===== config.mk =====
export PLATFORM = sky130hd
export DESIGN_NAME = vend_dispense_arbiter
export DESIGN_NICKNAME = d
export VERILOG_FILES = /design/src/rtl/vend_pkg.sv /design/src/rtl/dispense_timer.sv /design/src/rtl/vend_dispense_arbiter.sv
export SDC_FILE = /design/constraint.sdc
export NUM_CORES = 1
export LEC_CHECK = 0
export CAP_MARGIN = 20
export CORE_ASPECT_RATIO = 0.6
export CORE_MARGIN = 3
export CORE_UTILIZATION = 57
export DETAILED_ROUTE_END_ITERATION = 8
export GPL_TIMING_DRIVEN = 0
export MAX_ROUTING_LAYER = met4
export PLACE_DENSITY = 0.79
export SLEW_MARGIN = 0
export SYNTH_ARGS = -nofsm -noshare
export SYNTH_HDL_FRONTEND = slang
export SYNTH_HIERARCHICAL = 1
export SYNTH_SLANG_ARGS = --single-unit

===== constraint.sdc =====
create_clock -name clk -period 4.4 [get_ports clk]
set_input_delay 0.88 -clock clk [delete_from_list [all_inputs] [get_ports clk]]
set_output_delay 0.88 -clock clk [all_outputs]
set_load 0.02 [all_outputs]

===== src/rtl/vend_pkg.sv =====
// rtl/vend_pkg.sv - shared states, sizes and helpers for the dispense arbiter
package vend_pkg;

  typedef enum logic [2:0] {
    ST_IDLE   = 3'd0,
    ST_CHECK  = 3'd1,
    ST_VEND   = 3'd2,
    ST_CHG_HI = 3'd3,
    ST_CHG_LO = 3'd4,
    ST_DONE   = 3'd5
  } vend_state_e;

  localparam int NUM_SLOTS = 8;
  localparam int CASH      = 0;
  localparam int CREDIT    = 1;

  function automatic logic is_onehot(input logic [NUM_SLOTS-1:0] v);
    return (v != '0) && ((v & (v - 1'b1)) == '0);
  endfunction

  function automatic logic [2:0] onehot_idx(input logic [NUM_SLOTS-1:0] v);
    logic [2:0] idx;
    idx = '0;
    for (int i = 0; i < NUM_SLOTS; i++) begin
      if (v[i]) idx = 3'(i);
    end
    return idx;
  endfunction

endpackage


===== src/rtl/dispense_timer.sv =====
// rtl/dispense_timer.sv - loadable down-counter; done marks the last cycle of an interval
module dispense_timer #(
  parameter int W = 5
) (
  input  logic         clk,
  input  logic         rst_n,
  input  logic         load,
  input  logic [W-1:0] load_val,
  output logic         done
);

  logic [W-1:0] cnt;

  always_ff @(posedge clk) begin
    if (!rst_n) begin
      cnt <= '0;
    end else if (load) begin
      cnt <= load_val;
    end else if (cnt != '0) begin
      cnt <= cnt - 1'b1;
    end
  end

  assign done = (cnt == {{(W-1){1'b0}}, 1'b1});

endmodule


===== src/rtl/vend_dispense_arbiter.sv =====
// rtl/vend_dispense_arbiter.sv - arbitrates cash/credit vends onto motor and coin chute
// Optional restock port and reload behaviour under VEND_RESTOCK_EN.
module vend_dispense_arbiter
  import vend_pkg::*;
#(
  parameter int VEND_CYC  = 25,
  parameter int PULSE_CYC = 4,
  parameter int INV_W     = 4,
  parameter int INV_INIT  = 5
) (
  input  logic       clk,
  input  logic       rst_n,
  input  logic [1:0] req,
  input  logic [7:0] item0,
  input  logic [7:0] item1,
  input  logic [3:0] chg0,
  input  logic [3:0] chg1,
  output logic [1:0] ack,
  output logic       empty,
  output logic       err,
  output logic       motor,
  output logic       coin_out,
  output logic       busy,
  output logic [2:0] state
`ifdef VEND_RESTOCK_EN
  ,
  input  logic       restock
`endif
);

  localparam int TMAX = (VEND_CYC > PULSE_CYC) ? VEND_CYC : PULSE_CYC;
  localparam int TW   = $clog2(TMAX + 1);

  vend_state_e st, nxt;

  logic             grant, last_grant, pick;
  logic [7:0]       item_q;
  logic [3:0]       chg_q;
  logic             empty_q, err_q;
  logic [INV_W-1:0] inv [NUM_SLOTS];
  logic [2:0]       slot_idx;

  logic          tmr_load, tmr_done;
  logic [TW-1:0] tmr_val;
  logic          take, dec_inv, dec_chg, set_err, set_empty, finish;
  logic          restock_now;

`ifdef VEND_RESTOCK_EN
  assign restock_now = restock && (st == ST_IDLE);
`else
  assign restock_now = 1'b0;
`endif

  // A tie goes to whoever was not served last; a lone request always wins.
  assign pick     = (req == 2'b11) ? ~last_grant : req[1];
  assign slot_idx = onehot_idx(item_q);

  dispense_timer #(.W(TW)) u_timer (
    .clk      (clk),
    .rst_n    (rst_n),
    .load     (tmr_load),
    .load_val (tmr_val),
    .done     (tmr_done)
  );

  always_ff @(posedge clk) begin
    if (!rst_n) st <= ST_IDLE;
    else        st <= nxt;
  end

  always_comb begin
    nxt       = st;
    tmr_load  = 1'b0;
    tmr_val   = '0;
    take      = 1'b0;
    dec_inv   = 1'b0;
    dec_chg   = 1'b0;
    set_err   = 1'b0;
    set_empty = 1'b0;
    finish    = 1'b0;
    case (st)
      ST_IDLE: begin
        if (!restock_now && (req != 2'b00)) begin
          take = 1'b1;
          nxt  = ST_CHECK;
        end
      end
      ST_CHECK: begin
        if (!is_onehot(item_q)) begin
          set_err = 1'b1;
          nxt     = ST_DONE;
        end else if (inv[slot_idx] == '0) begin
          set_empty = 1'b1;
          nxt       = ST_DONE;
        end else begin
          dec_inv  = 1'b1;
          tmr_load = 1'b1;
          tmr_val  = TW'(VEND_CYC);
          nxt      = ST_VEND;
        end
      end
      ST_VEND: begin
        if (tmr_done) begin
          if (chg_q == 4'd0) begin
            nxt = ST_DONE;
          end else begin
            tmr_load = 1'b1;
            tmr_val  = TW'(PULSE_CYC);
            nxt      = ST_CHG_HI;
          end
        end
      end
      ST_CHG_HI: begin
        if (tmr_done) begin
          tmr_load = 1'b1;
          tmr_val  = TW'(PULSE_CYC);
          nxt      = ST_CHG_LO;
        end
      end
      ST_CHG_LO: begin
        if (tmr_done) begin
          dec_chg = 1'b1;
          if (chg_q != 4'd1) begin
            tmr_load = 1'b1;
            tmr_val  = TW'(PULSE_CYC);
            nxt      = ST_CHG_HI;
          end else begin
            nxt = ST_DONE;
          end
        end
      end
      ST_DONE: begin
        finish = 1'b1;
        nxt    = ST_IDLE;
      end
      default: nxt = ST_IDLE;
    endcase
  end

  always_ff @(posedge clk) begin
    if (!rst_n) begin
      grant      <= 1'b0;
      last_grant <= 1'(CREDIT);
      item_q     <= '0;
      chg_q      <= '0;
      empty_q    <= 1'b0;
      err_q      <= 1'b0;
      for (int i = 0; i < NUM_SLOTS; i++) inv[i] <= INV_W'(INV_INIT);
    end else begin
      if (restock_now) begin
        for (int i = 0; i < NUM_SLOTS; i++) inv[i] <= INV_W'(INV_INIT);
      end
      if (take) begin
        grant  <= pick;
        item_q <= pick ? item1 : item0;
        chg_q  <= pick ? chg1 : chg0;
      end
      if (dec_inv)   inv[slot_idx] <= inv[slot_idx] - 1'b1;
      if (dec_chg)   chg_q <= chg_q - 4'd1;
      if (set_err)   err_q <= 1'b1;
      if (set_empty) empty_q <= 1'b1;
      if (finish) begin
        last_grant <= grant;
        err_q      <= 1'b0;
        empty_q    <= 1'b0;
      end
    end
  end

  always_comb begin
    ack = 2'b00;
    if (st == ST_DONE) ack[grant] = 1'b1;
  end

  assign empty    = (st == ST_DONE) && empty_q;
  assign err      = (st == ST_DONE) && err_q;
  assign motor    = (st == ST_VEND);
  assign coin_out = (st == ST_CHG_HI);
  assign busy     = (st != ST_IDLE);
  assign state    = st;

endmodule

# Yosys cells after proc, flatten, opt, wreduce, memory -nomap -nowiden
# Memories as Yosys holds them, arrays and structs flattened.
# Index checks and enable logic that the tools add are counted.
# totals
reg_bits	24
ramBits	32
inputBits	28
out_inout_bits	10
word_cells	106
n_memories	1
# memory_table
name	words	word_bits	rd	rd_ports_with_merged_regs	wr	line_no	text
inv	8	4	1	0	8	vend_dispense_arbiter.sv:40	logic [INV_W-1:0] inv [NUM_SLOTS];
# op_classes
addsub	4
order_cmp	2
eq_ne	12
muxes	59
bitwise	3
reduce_logical	17
# op_table
op	count
2-to-1 mux 3 bit	18
2-to-1 mux 1 bit	25
2-to-1 mux 5 bit	4
case mux 5 bit (4 select lines)	1
2-to-1 mux 4 bit	4
case mux 3 bit (5 select lines)	1
AND 8 bit	1
zero test 4 bit	2
zero test 8 bit	1
2-to-1 mux 8 bit	1
nonzero test 8 bit	1
subtractor 4 x 1 -> 4 bit (second input constant)	2
subtractor 8 x 1 -> 8 bit (second input constant)	1
equality test 3 x 2 -> 1 bit (second input constant)	2
equality test 3 bit (second input constant)	2
2-to-1 mux 2 bit	3
nonzero test 2 bit	3
equality test 5 x 1 -> 1 bit (second input constant)	1
nonzero test 5 bit	1
subtractor 5 x 1 -> 5 bit (second input constant)	1
logical AND 1 bit	4
!= test 2 x 1 -> 1 bit (second input constant)	2
!= test 2 bit (second input constant)	2
!= test 4 x 1 -> 1 bit (second input constant)	1
12 further kinds	13

# Longest topological paths before layout
# An unclocked memory read counts as a cell.
# logic_depth
depth_word	17
depth_mapped	16
depth_no_buf	11

# Hierarchy
# The synthesis kept the hierarchy.
# modules_own_cells
module	instances	cells_each	area_per_inst_um2	seq_area_each_um2
vend_dispense_arbiter	1	319	3078.0	1341.3
dispense_timer	1	34	299.0	100.1

# Least setup slack after synthesis
# Ideal clock, no wire load.
# synth_path
path_kind	reg-to-reg
startpoint	reg item_q[1]
endpoint	reg u_timer.cnt[0]
setup_time_ns	0.120
t_arrival_ns	3.403
required_time_ns	4.280
slack_ns	0.877
stages_incl_launch_ff	16
synth_period_minus_slack_ns	3.523
path_cell_list	dfxtp_1 > or3b_4 > and3_4 > buf_6 > o211a_1 > or4_4 > buf_6 > ha_1 > and3_1 > o211a_1 > a211oi_1 > buf_2 > or2_2 > clkbuf_1 > nand4b_1 > nand3_1
# synth_between
elab_chain_cells	13
elab_cells_between_ends	22
classes_between	add/sub: 1; mux: 14; bitwise: 1; reduce/logical: 5; memory: 1
# synth_rtl
item	line_no	text
start: declaration	vend_dispense_arbiter.sv:37	logic [7:0] item_q;
start signal: assignment	vend_dispense_arbiter.sv:155	item_q <= pick ? item1 : item0;
2-to-1 mux 1 bit	vend_pkg.sv:25	if (v[i]) idx = 3'(i);
2-to-1 mux 2 bit (2 in a row)	vend_pkg.sv:25	
2-to-1 mux 3 bit (4 in a row)	vend_pkg.sv:25	
memory read (8 x 4 bit)	n/a	
zero test 4 bit	vend_dispense_arbiter.sv:92	end else if (inv[slot_idx] == '0) begin
2-to-1 mux 1 bit	vend_dispense_arbiter.sv:92	
2-to-1 mux 1 bit (*)	vend_dispense_arbiter.sv:89	if (!is_onehot(item_q)) begin
case mux 1 bit (4 select lines) (*)	vend_dispense_arbiter.sv:81	case (st)
via tmr_load	vend_dispense_arbiter.sv:43	logic tmr_load, tmr_done;
2-to-1 mux 5 bit / nonzero test 2 bit (equally long branches)	n/a	
end signal: assignment	dispense_timer.sv:18	cnt <= load_val;
end signal: assignment	dispense_timer.sv:20	cnt <= cnt - 1'b1;
end: declaration	dispense_timer.sv:12	logic [W-1:0] cnt;
# Mark *: on every way through the listed nets, which the timed path passes. The rest lies on a longest branch.
# A chain may end at the register's enable or synchronous reset.

# Worst setup path after layout
# layout_path
startpoint	reg item_q[4]
endpoint	reg u_timer.cnt[2]
# layout_between
elab_chain_cells	10
elab_cells_between_ends	18
classes_between	add/sub: 1; mux: 10; bitwise: 1; reduce/logical: 5; memory: 1
# layout_rtl
item	line_no
2-to-1 mux 3 bit (4 in a row)	vend_pkg.sv:25
memory read (8 x 4 bit)	n/a
zero test 4 bit	vend_dispense_arbiter.sv:92
2-to-1 mux 1 bit	vend_dispense_arbiter.sv:92
2-to-1 mux 1 bit (*)	vend_dispense_arbiter.sv:89
case mux 1 bit (4 select lines) (*)	vend_dispense_arbiter.sv:81
via tmr_load	vend_dispense_arbiter.sv:43
2-to-1 mux 5 bit / nonzero test 2 bit (equally long branches)	n/a
# Marked as above.

==> key figures <==
Synthesis
  – Post-synth ARST share: 0%
  – Ys Warns: 6
  – Synth area leaders: edfxtp_1, dfxtp_1, mux2i_1
  – Post-synth cell types: 65
  – Yosys top cell area share: 28.5%
  – Cell count after synthesis: 353
  – Mean Syn Cell Area: 9.57 sq um
  – Post-Syn Area: 3380 sq um
  – Dominant cell type by area after synthesis: edfxtp_1
  – Most common cell in the netlist: nor2_1
  – Seq/Total Area, Yosys: 42.7%
  – Synthesized net count: 387
  – Number of flops mapped to enable cells by yosys: 32
  – Most frequently used flop master after synthesis: edfxtp_1
  – Post-synth top cells: nor2_1, edfxtp_1, a21oi_1, dfxtp_1, nand3_1
  – Register bit count reported by yosys: 56

Layout
  – Diode count: 0
  – Register Area: 1440 sq um
  – Area Overhead vs Synth: 16.3%
  – Fin nets: 431
  – # fillers: 451
  – Multi-input gate area: 1780 sq um
  – Share of cells above drive strength 1: 7.29%

STA
  – Fin Clk Skew: 7.56 ps
  – Tcrit/Tclk final: 91.3%
  – Max Slew Vio Count: 0
  – Fin. Hold Viols: 0
  – Fin crit period: 4020 ps
  – Hold_ws: 483 ps
  – Slew at the pin with the worst max-slew slack: 950 ps
  – RSZ-0062 raised after global routing: false
  – Slew HR: 35.8%
  – Setup Total Neg Slack: 0 ps
  – Peak Freq: 249 MHz
  – Final setup vio count: 0

Detailed routing
  – First drt pass iteration count: 5
  – Drt total wl: 8980 um
  – Met2 routed wirelength: 3690 um
  – Drc violations: 0
  – Routed wire length per instance: 18.8 um
  – WL met1: 4080 um
  – Antenna viol nets, final: 0
  – Initial DRC count: 229
  – Routed wl met3: 1120 um
  – Vias: 3,001
  – Via density: 6.28
  – Top Layer Used: met4

GRT
  – Number of global-route vias before repair: 2,799
  – Remaining Overflow, GRT: 0
  – Largest net degree at the start of global routing: 17
  – GR Util All Layers: 28.1%
  – Antenna violations before repair: 0
  – First-pass GRT wire length: 14,600 um

Clock network
  – Post-CTS setup buffer count: 0
  – Cts hold-fix bufs: 0
  – Root Buffer: clkbuf_8
  – Num Clock Sinks: 56
  – Clock Latency Late Sink: 320 ps
  – CTS tree: built
  – Number of gates resized after CTS: 0
  – H-tree depth: 2
  – Clk buf depth: 2
  – Num CTS Buffers: 5
  – Clock Pin Slew Worst Setup and Hold Paths: 90 ps

Setup path
  – Crit end category: flop
  – Crit-path max cell delay: 580 ps
  – Critical path destination: u_timer/cnt[2]$_SDFFE_PN0P_
  – CP required: 4650 ps
  – Critical path arrival: 4270 ps
  – FF-to-FF Start: item_q[4]$_SDFFE_PN0P_
  – CP startpoint kind: flop
  – WS Path Type: flop to flop
  – Max FO, Critical Path: 10
  – R2R Setup Slk: 380 ps
  – CP Launch Point: item_q[4]$_SDFFE_PN0P_
  – Crit-path cells: buf_2, nor4_1, nand2_1, a211oi_1, or4_4, buf_6, ha_1, and3_1, o211a_1, a211oi_1, buf_2, or2_2, clkbuf_1, or3_1, a21oi_1
  – Worst Reg2Reg Path Length in Cells: 15
  – Crit Reg-Reg Endpoint: u_timer/cnt[2]$_SDFFE_PN0P_
  – Crit-path slowest cell: nor4_1

Min path
  – Hold Crit Class: flop to flop

Power
  – P_leak: 1.42 nW
  – Power per cell area: 728 nW/um^2
  – Peak supply drop: 0.372 mV

Die
  – Height of the chip: 65.6 um
  – # IOs: 38
  – Core Rows: 21
  – Die X: 105 um
  – Initial Util: 59.8%
  – Die Area: 6910 sq um
  – Core area: 5650 sq um

Place
  – Routability cong.: 0.891
  – Detailed placement HPWL: 6860 um
  – Buffers on Ports: 37

Status
  – Status: complete, no violations

Run
  – Max Cap Viol: 0
flip-flops by register name (all words and copies together), names as in the netlist:
name and flops:
last_grant 1, grant 1, state 3, err_q 1
inv 32, u_timer/cnt 5, chg_q 4, empty_q 1
item_q 8
worst min-delay path by stage:
stage                       startpoint                       to  slack (ps)  depth (start not counted)
4_1_cts        last_grant$_SDFFE_PN1N_  last_grant$_SDFFE_PN1N_         490                          1
2_1_floorplan       err_q$_SDFFE_PP0P_       err_q$_SDFFE_PP0P_         430                          2
3_3_place_gp   last_grant$_SDFFE_PN1N_  last_grant$_SDFFE_PN1N_         460                          1
5_1_grt        last_grant$_SDFFE_PN1N_  last_grant$_SDFFE_PN1N_         500                          1
6_report       last_grant$_SDFFE_PN1N_  last_grant$_SDFFE_PN1N_         480                          1
3_5_place_dp   last_grant$_SDFFE_PN1N_  last_grant$_SDFFE_PN1N_         460                          1
final cells by class:
class,instances,area share (%)
Sequential cell,56,36.7
Inverter,18,1.72
Clock buffer,6,1.85
Clock inverter,2,0.191
Tap cell,80,2.55
Timing Repair Buffer,37,9.43
Multi-Input combinational cell,261,45.3
Buffer,18,2.23
stage by stage:
step                      std cells  setup slack (ps)  util [%]  total power, W  cell area [sq um]
final                           478               384      69.5         0.00286               3930
after global routing            478              91.8      69.5         0.00305               3930
after CTS                       478               450      69.5         0.00281               3930
after detailed placement        470               471      68.1         0.00253               3850
after global placement          470               550      68.1         0.00250               3850
after floorplan                 353               877         -         0.00206               3380
power by group:
part	leakage [nW]	internal, W	switching (W)	total, W
Combinational	0.908	0.000675	0.00114	0.00182
Clock	0.0403	0.000109	0.000167	0.000277
Sequential	0.472	0.000658	0.000107	0.000765
Total	1.42	0.00144	0.00142	0.00286
kinds of logic (layout without fill, tap and decap cells):
| kind of cell | Yosys count | count (layout) | share of synthesized area, % |
|---|---|---|---|
| and+or+nand+nor | 146 | 146 | 24.6 |
| AOI/OAI and AO/OA | 86 | 86 | 19.3 |
| DFF | 56 | 56 | 42.7 |
| buffers and inverters | 36 | 81 | 4.59 |
| muxes | 17 | 17 | 5.11 |
| adders and majority gates | 7 | 7 | 2.52 |
| xor gates and xnor gates | 4 | 4 | 1.04 |
| other | 1 | 1 | 0.111 |
cells in the final DEF, fill, tap and decap left out, drive strengths merged, types with 5 or more instances in the layout:
cell type / synthesis / layout
nor2: 39 / 39
clkdlybuf4s50: 0 / 37
edfxtp: 32 / 32
nand3: 24 / 24
a21oi: 24 / 24
dfxtp: 24 / 24
nand2: 21 / 21
inv: 18 / 18
clkbuf: 12 / 18
mux2i: 15 / 15
a211oi: 13 / 13
nor3: 9 / 9
a21o: 9 / 9
and4b: 7 / 7
and3: 7 / 7
ha: 6 / 6
buf: 6 / 6
or4: 6 / 6
nor2b: 5 / 5
nor4b: 5 / 5
metal layers:
metal | vias to the layer above | track usage [%]
li1 | 1425 | -
met3 | 10 | 9.52
met5 | - | -
met2 | 152 | 38.3
met1 | 1414 | 39.7
met4 | 0 | 7.86
worst max-delay path, delay by kind of cell (launching register included):
kind / cells / cell delay, ps
AO/OA/AOI/OAI: 4 / 830
adder cells (fa/ha/maj): 1 / 160
buffers and inverters: 4 / 720
flip-flops: 1 / 330
AND/OR/NAND/NOR: 6 / 1900
Note: power is estimated with default switching activity, not from simulation.
==> patch 1, RTL diff (same settings) <==
Build with the macro `VEND_RESTOCK_EN` defined.
--- a/src/rtl/vend_dispense_arbiter.sv
+++ b/src/rtl/vend_dispense_arbiter.sv
@@ -1,4 +1,6 @@
 // rtl/vend_dispense_arbiter.sv - arbitrates cash/credit vends onto motor and coin chute
 // Optional restock port and reload behaviour under VEND_RESTOCK_EN.
+`define VEND_RESTOCK_EN
+
 module vend_dispense_arbiter
   import vend_pkg::*;
Interface: changed (added restock); port bits go from 38 to 39. No check against the original RTL was run, so the function may have changed too.
==> patch 1 against the unedited design <==
Area after synthesis down 2.0%; wire length is 2.8% lower; utilization is 3.8 points higher; setup slack improved by 0.22 ns; die area is 1.8% lower; combinational power shrank 25%; via count is 3.3% lower; count of clock-buffer cells in the layout did not move; power decreased by 13%; final area is 0.48% lower; sequential cell count is the same; critical endpoint unchanged.
==> patch 1: results (changes against the unedited design) <==
metric	value	unit	change
Post-Synth Adder-Cell Area	2.57	%	was 2.52%
largest net degree at the start of global routing	18		was 17
Hold Path Origin	err_q		was last_grant
Pleak	1.33	nW	was 1.42 nW
Reg2Reg Setup Slack	0.60	ns	was 0.38 ns
switching part of the total	45.7	%	was 49.6%
Synth Area in Compound Gates	18.4	%	was 19.3%
DR WL met2	3370	µm	was 3690 µm
utilization after layout	73.3	%	was 69.5%
Worst R2R Start	item_q[6]		was item_q[4]
Hold Path Depth	2		was 1
filler cell count	414		was 451
Final Wtd Congestion	1.00		was 0.891
PortBufs	38		was 37
WL met1	4190	µm	was 4080 µm
Worst path slowest cell	nor2_1		was nor4_1
status	finished, final reports clean		unchanged
Initial DRT Pass Iterations	6		was 5
Detailed Place HPWL	6660	µm	was 6860 µm
met3 usage	8.76	%	was 9.52%
DR WL/cell	18.5	µm	was 18.8 µm
GRT Total Usage	28.4	%	was 28.1%
Crit path largest cell delay	0.43	ns	was 0.58 ns
Nets	430		was 431
Final Hold Slack	0.490	ns	was 0.483 ns
Mapped Nets	385		was 387
clock skew	0.00811	ns	was 0.00756 ns
Reg2Reg Depth	13		was 15
## patch 1: area by class of cell
cell class / count / share of cell area [%]
Clock buffer: 6 / 2.11
Buffer: 18 / 2.46
Multi-Input combinational cell: 265 / 44.3
Clock inverter: 2 / 0.992
Tap cell: 77 / 2.46
Sequential cell: 56 / 36.9
Inverter: 11 / 1.06
Timing Repair Buffer: 38 / 9.73
## patch 1: power by group through the flow
stage	clock network, mW	logic (mW)	registers, mW
floorplan	0	0.963	0.745
global placement	0	1.31	0.757
detailed placement	0	1.33	0.757
CTS	0.361	1.34	0.746
global route	0.392	1.50	0.759
finish	0.358	1.37	0.750
## patch 1: worst max path at each step
stage	end	slack (ns)	depth (start not counted)
after floorplan	u_timer/cnt[2]	1.22	13
after global placement	u_timer/cnt[2]	0.82	13
after detailed placement	u_timer/cnt[2]	0.74	13
after CTS	u_timer/cnt[2]	0.67	13
after global routing	u_timer/cnt[2]	0.25	13
final	u_timer/cnt[2]	0.60	13
==> patch 2, RTL diff (same flow settings) <==
Made on the original files. Make the reset (`rst_n`) asynchronous in 3 clocked blocks.
--- a/src/rtl/dispense_timer.sv
+++ b/src/rtl/dispense_timer.sv
@@ -12,5 +12,5 @@
   logic [W-1:0] cnt;
 
-  always_ff @(posedge clk) begin
+  always_ff @(posedge clk or negedge rst_n) begin
     if (!rst_n) begin
       cnt <= '0;
--- a/src/rtl/vend_dispense_arbiter.sv
+++ b/src/rtl/vend_dispense_arbiter.sv
@@ -64,5 +64,5 @@
   );
 
-  always_ff @(posedge clk) begin
+  always_ff @(posedge clk or negedge rst_n) begin
     if (!rst_n) st <= ST_IDLE;
     else        st <= nxt;
@@ -138,5 +138,5 @@
   end
 
-  always_ff @(posedge clk) begin
+  always_ff @(posedge clk or negedge rst_n) begin
     if (!rst_n) begin
       grant      <= 1'b0;
Behaviour: differs if rst_n is asserted again (counterexample within 4 cycles, from zero or initial values and one cycle with rst_n low); with rst_n held inactive, the same outputs for 10 cycles.
==> patch 2 against the unedited design <==
Non-clock buffer count did not move; power down 6.1%; first-iteration DRC count down 33%; area after synthesis fell by 0.74%; setup slack improved by 0.13 ns; cell count down 7.9%; sequential share of layout area decreased by 0.60 points; via count down 15%; final area grew 0.35%; sequential cell count unchanged; count of clock-buffer cells in the layout did not move; wire length down 17%; critical path type unchanged; critical endpoint is now u_timer/cnt[1].
==> patch 2: results (changes against the unedited design) <==
metric	value	unit	change
synth top area cells	dfrtp_1, dfstp_2, mux2i_1		was edfxtp_1, dfxtp_1, mux2i_1
Post-Layout Cell Count	440		was 478
Pleak	1.67	nW	was 1.42 nW
cell count after synthesis	317		was 353
crit-path leading delay family	compound AO/OA/AOI/OAI gates		was simple AND/OR/NAND/NOR gates
share of cells above drive strength 1	18.2	%	was 7.29%
Primary FF master, synth	dfrtp_1		was edfxtp_1
Crit path largest cell delay	0.44	ns	was 0.58 ns
Final Wtd Congestion	0.890		was 0.891
DP Area	3830	µm²	was 3850 µm²
Post-synth ARST share	100	%	was 0%
worst setup path endpoint	u_timer/cnt[1]		was u_timer/cnt[2]
filler cell count	395		was 451
switching part of the total	45.3	%	was 49.6%
CP Max Fanout	12		was 10
routed wire length	7440	µm	was 8980 µm
Nets	396		was 431
clock skew	0.0151	ns	was 0.00756 ns
Reg2Reg Depth	12		was 15
pre-CTS setup slack	0.527	ns	was 0.471 ns
Initial DRT Pass Iterations	4		was 5
dpl cells	432		was 470
Worst-Margin Slew	0.945	ns	was 0.950 ns
synth cell count leaders	dfrtp_1, mux2i_1, o21ai_0		was nor2_1, edfxtp_1, a21oi_1, dfxtp_1, nand3_1
H-tree Lvls	2		unchanged
Critical Path AT	4.10	ns	was 4.27 ns
clk root buf	clkbuf_8		unchanged
# rows	20		was 21
status	finished, final reports clean		unchanged
initial antenna violation count	0		unchanged
area of the multi-input gates	1760	µm²	was 1780 µm²
Final Hold Slack	0.457	ns	was 0.483 ns
share of the yosys chip area belonging to registers	42.4	%	was 42.7%
Worst R2R Start	item_q[2]		was item_q[4]
Detailed Place HPWL	5640	µm	was 6860 µm
largest net degree at the start of global routing	42		was 17
fin worst setup slack	0.515	ns	was 0.384 ns
worst vdd ir	0.000271	V	was 0.000372 V
Yosys cell types	64		was 65
Hold Path Class	in2async		was reg2reg
Mapped Nets	351		was 387
first-pass GRT wire length	12700	µm	was 14600 µm
Worst path slowest cell	or3b_4		was nor4_1
GRT Total Usage	24.1	%	was 28.1%
DR iter-0 viols	153		was 229
vias in the first global route	2522		was 2799
vias per cell	5.80		was 6.28
-- patch 2: final cells by class --
type,count,share of cell area (%)
Buffer,17,2.35
Timing Repair Buffer,38,9.78
Tap cell,77,2.44
Multi-Input combinational cell,223,44.6
Sequential cell,56,36.1
Clock buffer,6,1.84
Inverter,21,2.00
Clock inverter,2,0.889
-- patch 2: worst min path at each step --
stage               from        end  cells past startpoint
6_report           rst_n    inv[29]                      1
5_1_grt            rst_n    inv[29]                      1
4_1_cts            rst_n    inv[19]                      1
3_5_place_dp       err_q      err_q                      2
3_3_place_gp   item_q[0]  item_q[0]                      2
2_1_floorplan  item_q[0]  item_q[0]                      2
-- patch 2: kinds of logic after synthesis --
kind of cell / after synthesis / share of synthesized area (%)
xor+xnor: 6 / 1.79
compound gates: 69 / 14.9
buf+inv: 38 / 5.11
mux: 53 / 17.7
flops: 56 / 42.4
fa+ha+maj: 7 / 2.54
simple gates: 87 / 15.4
other cells: 1 / 0.112
-- patch 2: power groups by stage --
stage	sequential, mW	combinational [mW]	clock (mW)
CTS	0.858	1.47	0.343
global route	0.888	1.63	0.370
floorplan	0.841	1.06	0
global placement	0.858	1.42	0
detailed placement	0.866	1.47	0
finish	0.860	1.49	0.342
-- patch 2: per-layer routing --
layer	vias to the layer above	wire length (µm)	part of all wire [%]	global-route usage [%]
met5	-	0	0	-
met4	0	48	0.64	3.93
met3	8	450	6.0	4.42
met2	74	3030	41	34.9
met1	1230	3920	53	35.9
li1	1239	-	-	-
